<file path="config.mk">
export PLATFORM = sky130hd
export DESIGN_NAME = mu0_clock_ctrl
export DESIGN_NICKNAME = d
export VERILOG_FILES = /design/src/rtl/mu0_clock_ctrl.sv
export SDC_FILE = /design/constraint.sdc
export NUM_CORES = 1
export LEC_CHECK = 0
export ABC_AREA = 1
export CAP_MARGIN = 10
export CORE_ASPECT_RATIO = 0.7
export CORE_UTILIZATION = 60
export CTS_CLUSTER_SIZE = 8
export DETAILED_ROUTE_END_ITERATION = 6
export HOLD_SLACK_MARGIN = 0.05
export PLACE_DENSITY = 0.88
export SLEW_MARGIN = 20
export SYNTH_ARGS = -nofsm -noshare
export SYNTH_HDL_FRONTEND = slang
export SYNTH_SLANG_ARGS = --single-unit
export TNS_END_PERCENT = 30
</file>
<file path="constraint.sdc">
create_clock -name clk -period 5.53 [get_ports clk]
set_input_delay 1.106 -clock clk [delete_from_list [all_inputs] [get_ports clk]]
set_output_delay 1.106 -clock clk [all_outputs]
set_load 0.05 [all_outputs]
</file>
<file path="src/rtl/mu0_clock_ctrl.sv">
// Run/clock controller for the mu0 core: derives the gated core clock from the
// selected source mode and owns the run-enable flag (start toggle / done / halt / step count).
module mu0_clock_ctrl #(
    parameter int CNT_W    = 32,
    parameter int STEP_W   = 16,
    parameter int SLOW_DIV = 6318000,
    parameter int CYC_W    = 32
) (
    input  logic              clk,
    input  logic              reset_n,
    input  logic [3:0]        clk_mode,
    input  logic              start,
    input  logic              done,
    input  logic              halt_req,
    input  logic [CNT_W-1:0]  slow_div,
    input  logic [STEP_W-1:0] step_count,
    output logic              core_clk,
    output logic              core_tick,
    output logic              enable,
    output logic              clk_src,
    output logic [STEP_W-1:0] steps_left,
    output logic [CYC_W-1:0]  cycle_count,
    output logic              step_done
);

    localparam logic [3:0] MODE_OFF        = 4'd0;
    localparam logic [3:0] MODE_FAST       = 4'd1;
    localparam logic [3:0] MODE_SLOW       = 4'd2;
    localparam logic [3:0] MODE_MANUAL_OFF = 4'd3;
    localparam logic [3:0] MODE_MANUAL_ON  = 4'd4;
    localparam logic [3:0] MODE_STEP       = 4'd5;

    localparam logic [1:0] ST_IDLE     = 2'd0;
    localparam logic [1:0] ST_RUN      = 2'd1;
    localparam logic [1:0] ST_STEP_RUN = 2'd2;

    logic [1:0]        state_r;
    logic              start_q_r;
    logic [3:0]        mode_q_r;
    logic [CNT_W-1:0]  div_cnt_r;
    logic              clk_src_r;
    logic              core_clk_r;
    logic              core_tick_r;
    logic              enable_r;
    logic [STEP_W-1:0] steps_left_r;
    logic [CYC_W-1:0]  cycle_count_r;
    logic              step_done_r;

    logic [CNT_W-1:0]  div_d_s;
    logic              mode_chg_s;
    logic [CNT_W-1:0]  div_cnt_next_s;
    logic              clk_src_next_s;

    logic              req_s;
    logic              stop_s;
    logic              last_tick_s;
    logic [1:0]        state_next_s;
    logic [STEP_W-1:0] steps_next_s;
    logic              step_done_next_s;
    logic              enable_next_s;
    logic              core_clk_next_s;
    logic              rise_s;

    // Source clock generation: per-mode level rule plus the SLOW half-period divider.
    always_comb begin
        div_d_s        = (slow_div == {CNT_W{1'b0}}) ? CNT_W'(SLOW_DIV) : slow_div;
        mode_chg_s     = (clk_mode != mode_q_r);
        div_cnt_next_s = {CNT_W{1'b0}};
        clk_src_next_s = 1'b0;
        case (clk_mode)
            MODE_OFF, MODE_MANUAL_OFF: begin
                clk_src_next_s = 1'b0;
            end
            MODE_MANUAL_ON: begin
                clk_src_next_s = 1'b1;
            end
            MODE_FAST, MODE_STEP: begin
                clk_src_next_s = ~clk_src_r;
            end
            MODE_SLOW: begin
                // Entering SLOW restarts the count; >= also catches a divider shrunk mid-count.
                if (mode_chg_s) begin
                    div_cnt_next_s = {CNT_W{1'b0}};
                    clk_src_next_s = clk_src_r;
                end else if (div_cnt_r >= (div_d_s - CNT_W'(1))) begin
                    div_cnt_next_s = {CNT_W{1'b0}};
                    clk_src_next_s = ~clk_src_r;
                end else begin
                    div_cnt_next_s = div_cnt_r + CNT_W'(1);
                    clk_src_next_s = clk_src_r;
                end
            end
            default: begin
                clk_src_next_s = 1'b0;
            end
        endcase
    end

    // Run FSM: stop requests beat step exhaustion, which beats a new start request.
    always_comb begin
        req_s            = (start != start_q_r);
        stop_s           = done | halt_req;
        last_tick_s      = core_tick_r && (steps_left_r == STEP_W'(1));
        state_next_s     = state_r;
        steps_next_s     = steps_left_r;
        step_done_next_s = 1'b0;
        case (state_r)
            ST_IDLE: begin
                if (stop_s) begin
                    state_next_s = ST_IDLE;
                end else if (req_s) begin
                    if (clk_mode == MODE_STEP) begin
                        steps_next_s = step_count;
                        if (step_count == {STEP_W{1'b0}}) begin
                            step_done_next_s = 1'b1;
                            state_next_s     = ST_IDLE;
                        end else begin
                            state_next_s = ST_STEP_RUN;
                        end
                    end else begin
                        state_next_s = ST_RUN;
                    end
                end else begin
                    state_next_s = ST_IDLE;
                end
            end
            ST_RUN: begin
                if (stop_s) begin
                    state_next_s = ST_IDLE;
                end else begin
                    state_next_s = ST_RUN;
                end
            end
            ST_STEP_RUN: begin
                if (stop_s) begin
                    state_next_s = ST_IDLE;
                end else if (core_tick_r) begin
                    steps_next_s = steps_left_r - STEP_W'(1);
                    if (last_tick_s) begin
                        state_next_s     = ST_IDLE;
                        step_done_next_s = 1'b1;
                    end else begin
                        state_next_s = ST_STEP_RUN;
                    end
                end else begin
                    state_next_s = ST_STEP_RUN;
                end
            end
            default: begin
                state_next_s = ST_IDLE;
            end
        endcase
        enable_next_s   = (state_next_s != ST_IDLE);
        core_clk_next_s = clk_src_next_s & enable_next_s;
        rise_s          = core_clk_next_s & ~core_clk_r;
    end

    // State and output registers; core_clk is gated from next-state values so it never glitches.
    always_ff @(posedge clk or negedge reset_n) begin
        if (!reset_n) begin
            state_r       <= ST_IDLE;
            start_q_r     <= 1'b0;
            mode_q_r      <= MODE_OFF;
            div_cnt_r     <= {CNT_W{1'b0}};
            clk_src_r     <= 1'b0;
            core_clk_r    <= 1'b0;
            core_tick_r   <= 1'b0;
            enable_r      <= 1'b0;
            steps_left_r  <= {STEP_W{1'b0}};
            cycle_count_r <= {CYC_W{1'b0}};
            step_done_r   <= 1'b0;
        end else begin
            state_r       <= state_next_s;
            start_q_r     <= start;
            mode_q_r      <= clk_mode;
            div_cnt_r     <= div_cnt_next_s;
            clk_src_r     <= clk_src_next_s;
            core_clk_r    <= core_clk_next_s;
            core_tick_r   <= rise_s;
            enable_r      <= enable_next_s;
            steps_left_r  <= steps_next_s;
            step_done_r   <= step_done_next_s;
            if (rise_s) begin
                cycle_count_r <= cycle_count_r + CYC_W'(1);
            end else begin
                cycle_count_r <= cycle_count_r;
            end
        end
    end

    assign core_clk    = core_clk_r;
    assign core_tick   = core_tick_r;
    assign enable      = enable_r;
    assign clk_src     = clk_src_r;
    assign steps_left  = steps_left_r;
    assign cycle_count = cycle_count_r;
    assign step_done   = step_done_r;

endmodule

</file>
==> results of run 1 <==
==> critical path, cell delays in order <==
cell             delay (ns)
clkdlybuf4s50_1        0.45
nor2_1                 0.15
nand2_1                0.10
nor3_1                 0.29
nand2_1                0.15
nor2_4                 0.19
inv_2                  0.14
nand3b_1               0.13
nor2_1                 0.09
nand3_1                0.18
nand4_1                0.18
nand2_1                0.12
nand2_1                0.06
nand2_1                0.07
inv_1                  0.05
ha_1                   0.27
nand2_1                0.08
nor4_2                 0.29
and3_1                 0.20
nand2_1                0.08
nand2_1                0.08
nand2_1                0.05
nand2_1                0.07
nand3_1                0.07
nand2_2                0.11
buf_4                  0.33
nand4_1                0.16
nand2_1                0.11
==> per-stage QoR <==
step,util (%),setup WS (ns)
final,76.7,0.454
after global placement,73.8,0.365
after CTS,76.7,0.563
after global routing,76.7,0.00344
after floorplan,-,1.39
after detailed placement,73.8,0.227
==> state kept, by name (all words and copies together) (netlist names) <==
| name | cells |
|---|---|
| cycle_count | 32 |
| div_cnt_r | 32 |
| steps_left | 16 |
| mode_q_r | 4 |
| state_r | 2 |
| clk_src | 1 |
| core_clk | 1 |
| core_tick | 1 |
| enable | 1 |
| start_q_r | 1 |
| step_done | 1 |
==> path summary, 6_finish.rpt <==
kind                       depth (start not counted)  slack, ns             from              end
setup / recovery                                  28       0.45      slow_div[2]  cycle_count[25]
hold / removal                                     2       0.53  cycle_count[31]  cycle_count[31]
setup reg to reg                                   8       2.59       state_r[0]  cycle_count[26]
hold reg to reg                                    2       0.53  cycle_count[31]  cycle_count[31]
max in group asynchronous                          2       3.75          reset_n    steps_left[2]
min in group asynchronous                          1       0.74          reset_n    div_cnt_r[29]
==> power breakdown <==
group	switching [µW]	internal, µW	leakage [µW]
clock	268	408	0.000151
sequential	48.8	714	0.00122
combinational	304	161	0.00255
total	621	1280	0.00393
==> final cells by class <==
cell class	count	area, µm²
clock buffers	10	239
inverters	127	477
clock inverters	5	83.8
well taps	153	191
repair buffers	114	1130
multi-input cells	764	4240
fillers	875	2630
flip-flops and latches	92	2300
==> cells by family after synthesis <==
family | synth area share, %
compound gates | 7.21
buf+inv | 8.52
fa+ha+maj | 6.47
simple gates | 37.0
xor+xnor | 8.57
flops | 32.2
==> Yosys cell counts, drive strengths merged <==
library cell  number
o22ai              4
xnor2              7
clkbuf            10
inv              127
dfrtp             92
nand2            240
a211oi             2
buf               13
o21ai             39
ha                37
nor3              40
or2                5
o211ai             6
nand4             60
a31oi              1
nor2             153
nand3b             3
xor2              63
nor3b              3
nor4              15
nand3             38
and3               3
a21oi             44
o32ai              1
==> routing by layer <==
layer,up-vias,part of all wire [%],global-route usage (%)
li1,3515,-,-
met1,3293,47,46.8
met2,327,44,48.6
met3,29,8.3,6.40
met4,0,1.2,6.13
met5,-,0,0
==> impl_results.md, run 1 <==
* CP Class: in -> reg
* Most frequent cells in the layout: nand2_1 (238), nor2_1 (136), inv_1 (121), clkdlybuf4s50_1 (108), dfrtp_1 (92)
* Clock tree sinks at 92
* Fmax at 197 MHz
* Worst-path clk slew at 0.06 ns
* Synthesized area at 7150 µm²
* Hold buffer count at cts at 0
* CP startpoint kind: input port
* Synth cell types at 39
* CP max FO at 34
* DR WL/cell at 14.6 µm
* Final max-slew violation count at 0
* Total GRT Usage at 31.8%
* Clk_lat worst skew at 0.35 ns
* H-tree depth at 3
* Layout cells sized above 1 at 6.03%
* Final min period at 5.08 ns
* Area fraction of the dominant cell type after synthesis at 32.2%
* Most common cell after layout, fill and taps aside: nand2_1
* Final Hold Vio Count at 0
* Tcrit/Tclk final at 91.8%
* Antenna-violating nets left at 0
* Tot Pwr at 1900 µW
* # diodes at 0
* Post-Synthesis Cells at 1006
* Unrepaired setup endpoints after global routing: no
* CTS resizes at 0
* Global placement routability congestion at 0.976
* Total CTS buffers at 9
* Syn_nets at 1100
* Post-Layout Cell Count at 1265
* WHS at 0.530 ns
* Die Area at 12400 µm²
* Area Overhead vs Synth at 21.1%
* # setup viols final at 0
* Max rail drop VDD at 0.250 mV
* Max Cap Viol at 0
* Via count at 7164
* Critical path data arrival time at 5.36 ns
* Placed instance count at 1250
* CTS tree: done
* Setup TNS at 0 ns
* Setup Skew at 0.0105 ns
* Vias in the first global route at 6593
* Die Y at 93.4 µm
* Initial antenna violation count at 0
* Leakage at 0.00393 µW
* Area leader, netlist: dfrtp_1
* Buffers on Ports at 109
* Initial Util at 63.4%
* Area contributors post-synth: dfrtp_1 (32%), nand2_1 (12%), xor2_1 (7.7%)
* Via/cell ratio at 5.66
* First-pass GRT wire length at 31.6 mm
* CTS Buffer Depth at 2
* Dpl hpwl at 13.9 mm
* Final wirelength at 18.5 mm
* CORE AREA at 11300 µm²
* Dpl cell area at 8340 µm²
* DRC errors left at 0
* NumNets Final at 1202
* Status: completed
* P per Cell Area at 220 nW/µm²
* HP Class: reg -> reg
* #FFs+latches synth at 92
* Syn. warnings at 0
* Least-Margin Pin Slew at 0.772 ns
* Grt ovf at 0
* Largest net degree at the start of global routing at 51
* Non-Filler Cell Area, Final at 8660 µm²
* I/O pin count at 110
* Die Span X at 133 µm
* CTS root buf: clkbuf_16
* Crit. End Element: flop
* Syn Area/Cell at 7.11 µm²
* Drt first pass iters at 7
* Worst EP required at 5.81 ns
* Post-CTS Setup Inserts at 0
* # rows at 32
* First DRT Iteration DRCs at 652
* Max_slew headroom at 48.5%
* Seq/Total Area, Yosys at 32.2%
(Power assumes the default switching activity.)
==> run 2: changes to the inputs <==
- CORE_UTILIZATION: 60 -> 61
- CTS_BUF_LIST: default -> sky130_fd_sc_hd__clkbuf_2
- PLACE_DENSITY: 0.88 -> 0.92
==> run 2 against run 1 <==
Effect of this change: worst hold slack worse by 0.15 ns; flip-flop and latch count stayed put; first-iteration DRC count is 14% higher; cell area is 2.1% lower; clock-buffer cell count is 1 lower; die area is 1.6% lower; cell count hardly changed; non-clock buffer count stayed put; register-to-register slack worse by 0.09 ns; routed wire length is 2.3% lower; utilization is 1.1 points lower; largest cell class unchanged; largest power group unchanged.
==> impl_results.md, run 2 (synthesis results as in run 1) <==
* Area Overhead vs Synth at 18.6%
* CP max FO at 33 (-2.9%)
* Max_slew headroom at 45.9% (-2.6 points)
* # setup viols final at 0 (unchanged)
* Layout cells sized above 1 at 6.11% (+0.084 points)
* Clk_lat worst skew at 0.60 ns (+0.25 ns)
* HP Class: in -> async
* Worst-path clk slew at 0.26 ns (+0.20 ns)
* CTS Buffer Depth at 2 (unchanged)
* Initial Util at 63.8% (+0.45 points)
* Post-CTS Setup Inserts at 0 (unchanged)
* Most common cell after layout, fill and taps aside: nand2_1
* Max rail drop VDD at 0.225 mV (-9.9%)
* Largest net degree at the start of global routing at 63 (+24%)
* Buffers on Ports at 109 (unchanged)
* I/O pin count at 110 (unchanged)
* Via count at 7166 (+0.028%)
* Max incr delay on CP at 0.46 ns (about the same)
* Via/cell ratio at 5.66 (about the same)
* Antenna-violating nets left at 0 (unchanged)
* Grt ovf at 0 (unchanged)
* Final min period at 4.89 ns (-0.188 ns)
* Dpl hpwl at 13.9 mm (about the same)
* Die Area at 12200 µm² (-1.6%)
* Final max-slew violation count at 0 (unchanged)
* CTS root buf: clkbuf_2
* # rows at 32 (unchanged)
* NumNets Final at 1202 (unchanged)
* Drt first pass iters at 5 (-2)
* Total GRT Usage at 31.2% (-0.64 points)
* Status: completed
* Initial antenna violation count at 0 (unchanged)
* CP top delay family: simple AND/OR/NAND/NOR gates
* Clock tree sinks at 92 (unchanged)
* Final wirelength at 18.1 mm (-2.3%)
* Fmax at 205 MHz (+3.8%)
* Tcrit/Tclk final at 88.4% (-3.4 points)
* Flop-to-flop setup slack at 2.50 ns (-0.09 ns)
* Setup Skew at 0.0135 ns (+0.00301 ns)
* First-pass GRT wire length at 30.9 mm (-2.2%)
* Worst EP required at 6.06 ns (+0.25 ns)
* Hold buffer count at cts at 0 (unchanged)
* Fin util at 75.6% (-1.1 points)
* Vias in the first global route at 6500 (-1.4%)
* DR WL/cell at 14.3 µm (-2.3%)
* Leakage at 0.00385 µW (-1.8%)
* Crit. End Element: flop
* CP Class: in -> reg
* Worst R2R Start: state_r[0]
* CTS tree: done
* Die Y at 92.6 µm (-0.80%)
* Global placement routability congestion at 0.963 (-1.3%)
* CTS resizes at 0 (unchanged)
* DRC errors left at 0 (unchanged)
* Setup TNS at 0 ns (unchanged)
* CORE AREA at 11200 µm² (-0.71%)
* # diodes at 0 (unchanged)
* Least-Margin Pin Slew at 0.811 ns (+0.0394 ns)
* Reg-to-reg endpoint: cycle_count[30]
* Slowest CP cell: clkdlybuf4s50_1
* Most frequent cells in the layout: nand2_1 (238), nor2_1 (136), inv_1 (121), clkdlybuf4s50_1 (108), dfrtp_1 (92)
* P per Cell Area at 192 nW/µm² (-13%)
* Worst reg2reg path depth at 8 (unchanged)
* Final Hold Vio Count at 0 (unchanged)
* Max Cap Viol at 0 (unchanged)
* Total CTS buffers at 9 (unchanged)
* First DRT Iteration DRCs at 746 (+14%)
* Unrepaired setup endpoints after global routing: no
* CP startpoint kind: input port
* FILL cells at 869 (-0.69%)
* Critical path data arrival time at 5.42 ns (+0.06 ns)
* Top cell by count, worst path: nand2_1
* Die Span X at 131 µm (-0.81%)
* H-tree depth at 3 (unchanged)
* CP Buf/Inv Count at 4 (unchanged)
-- run 2: cell count changes in the layout (fill, tap and decap cells not counted) --
cell,previous run,this run
clkinv_2,0,1
inv_6,1,2
clkbuf_8,1,0
clkbuf_16,9,0
clkbuf_2,0,9
-- run 2: metal layers --
metal	up-vias	GRT usage (%)	wire length, µm
li1	3509	-	-
met2	307	48.0	7920
met3	18	7.33	1610
met1	3332	45.0	8380
met4	0	5.62	142
met5	-	0	0
-- run 2: worst max path at each step --
| stage | from | end | slack [ns] | cells after the start |
|---|---|---|---|---|
| 5_1_grt | slow_div[15] | cycle_count[14] | 0.30 | 28 |
| 3_3_place_gp | slow_div[26] | cycle_count[28] | 0.27 | 28 |
| 3_5_place_dp | slow_div[26] | cycle_count[30] | 0.11 | 28 |
| 4_1_cts | slow_div[2] | cycle_count[30] | 0.76 | 28 |
| 6_report | slow_div[28] | cycle_count[30] | 0.64 | 28 |
| 2_1_floorplan | slow_div[21] | cycle_count[23] | 1.39 | 26 |
-- run 2: metrics by stage --
step	instances	hold slack, ns	setup WS (ns)	instance area (µm²)	power [µW]
finish	1266	0.377	0.642	8480	1630
global route	1266	0.371	0.296	8480	1700
CTS	1266	0.367	0.763	8480	1630
detailed placement	1250	0.515	0.110	8340	1230
global placement	1250	0.503	0.270	8340	1220
floorplan	1006	0.484	1.39	7150	1050
-- run 2: cell type report --
| cell class | instances | area, µm² | share of cell area, % |
|---|---|---|---|
| Clock inverter | 7 | 97.6 | 1.15 |
| Inverter | 127 | 477 | 5.62 |
| Tap cell | 153 | 191 | 2.26 |
| Clock buffer | 9 | 45.0 | 0.531 |
| Timing Repair Buffer | 114 | 1130 | 13.3 |
| Sequential cell | 92 | 2300 | 27.1 |
| Multi-Input combinational cell | 764 | 4240 | 50.0 |
-- run 2: where the power goes --
part / total (µW) / internal [µW] / switching [µW] / leakage [µW]
Combinational: 464 / 161 / 303 / 0.00255
Clock: 405 / 152 / 253 / 0.0000789
Sequential: 761 / 714 / 46.1 / 0.00122
Total: 1630 / 1030 / 602 / 0.00385
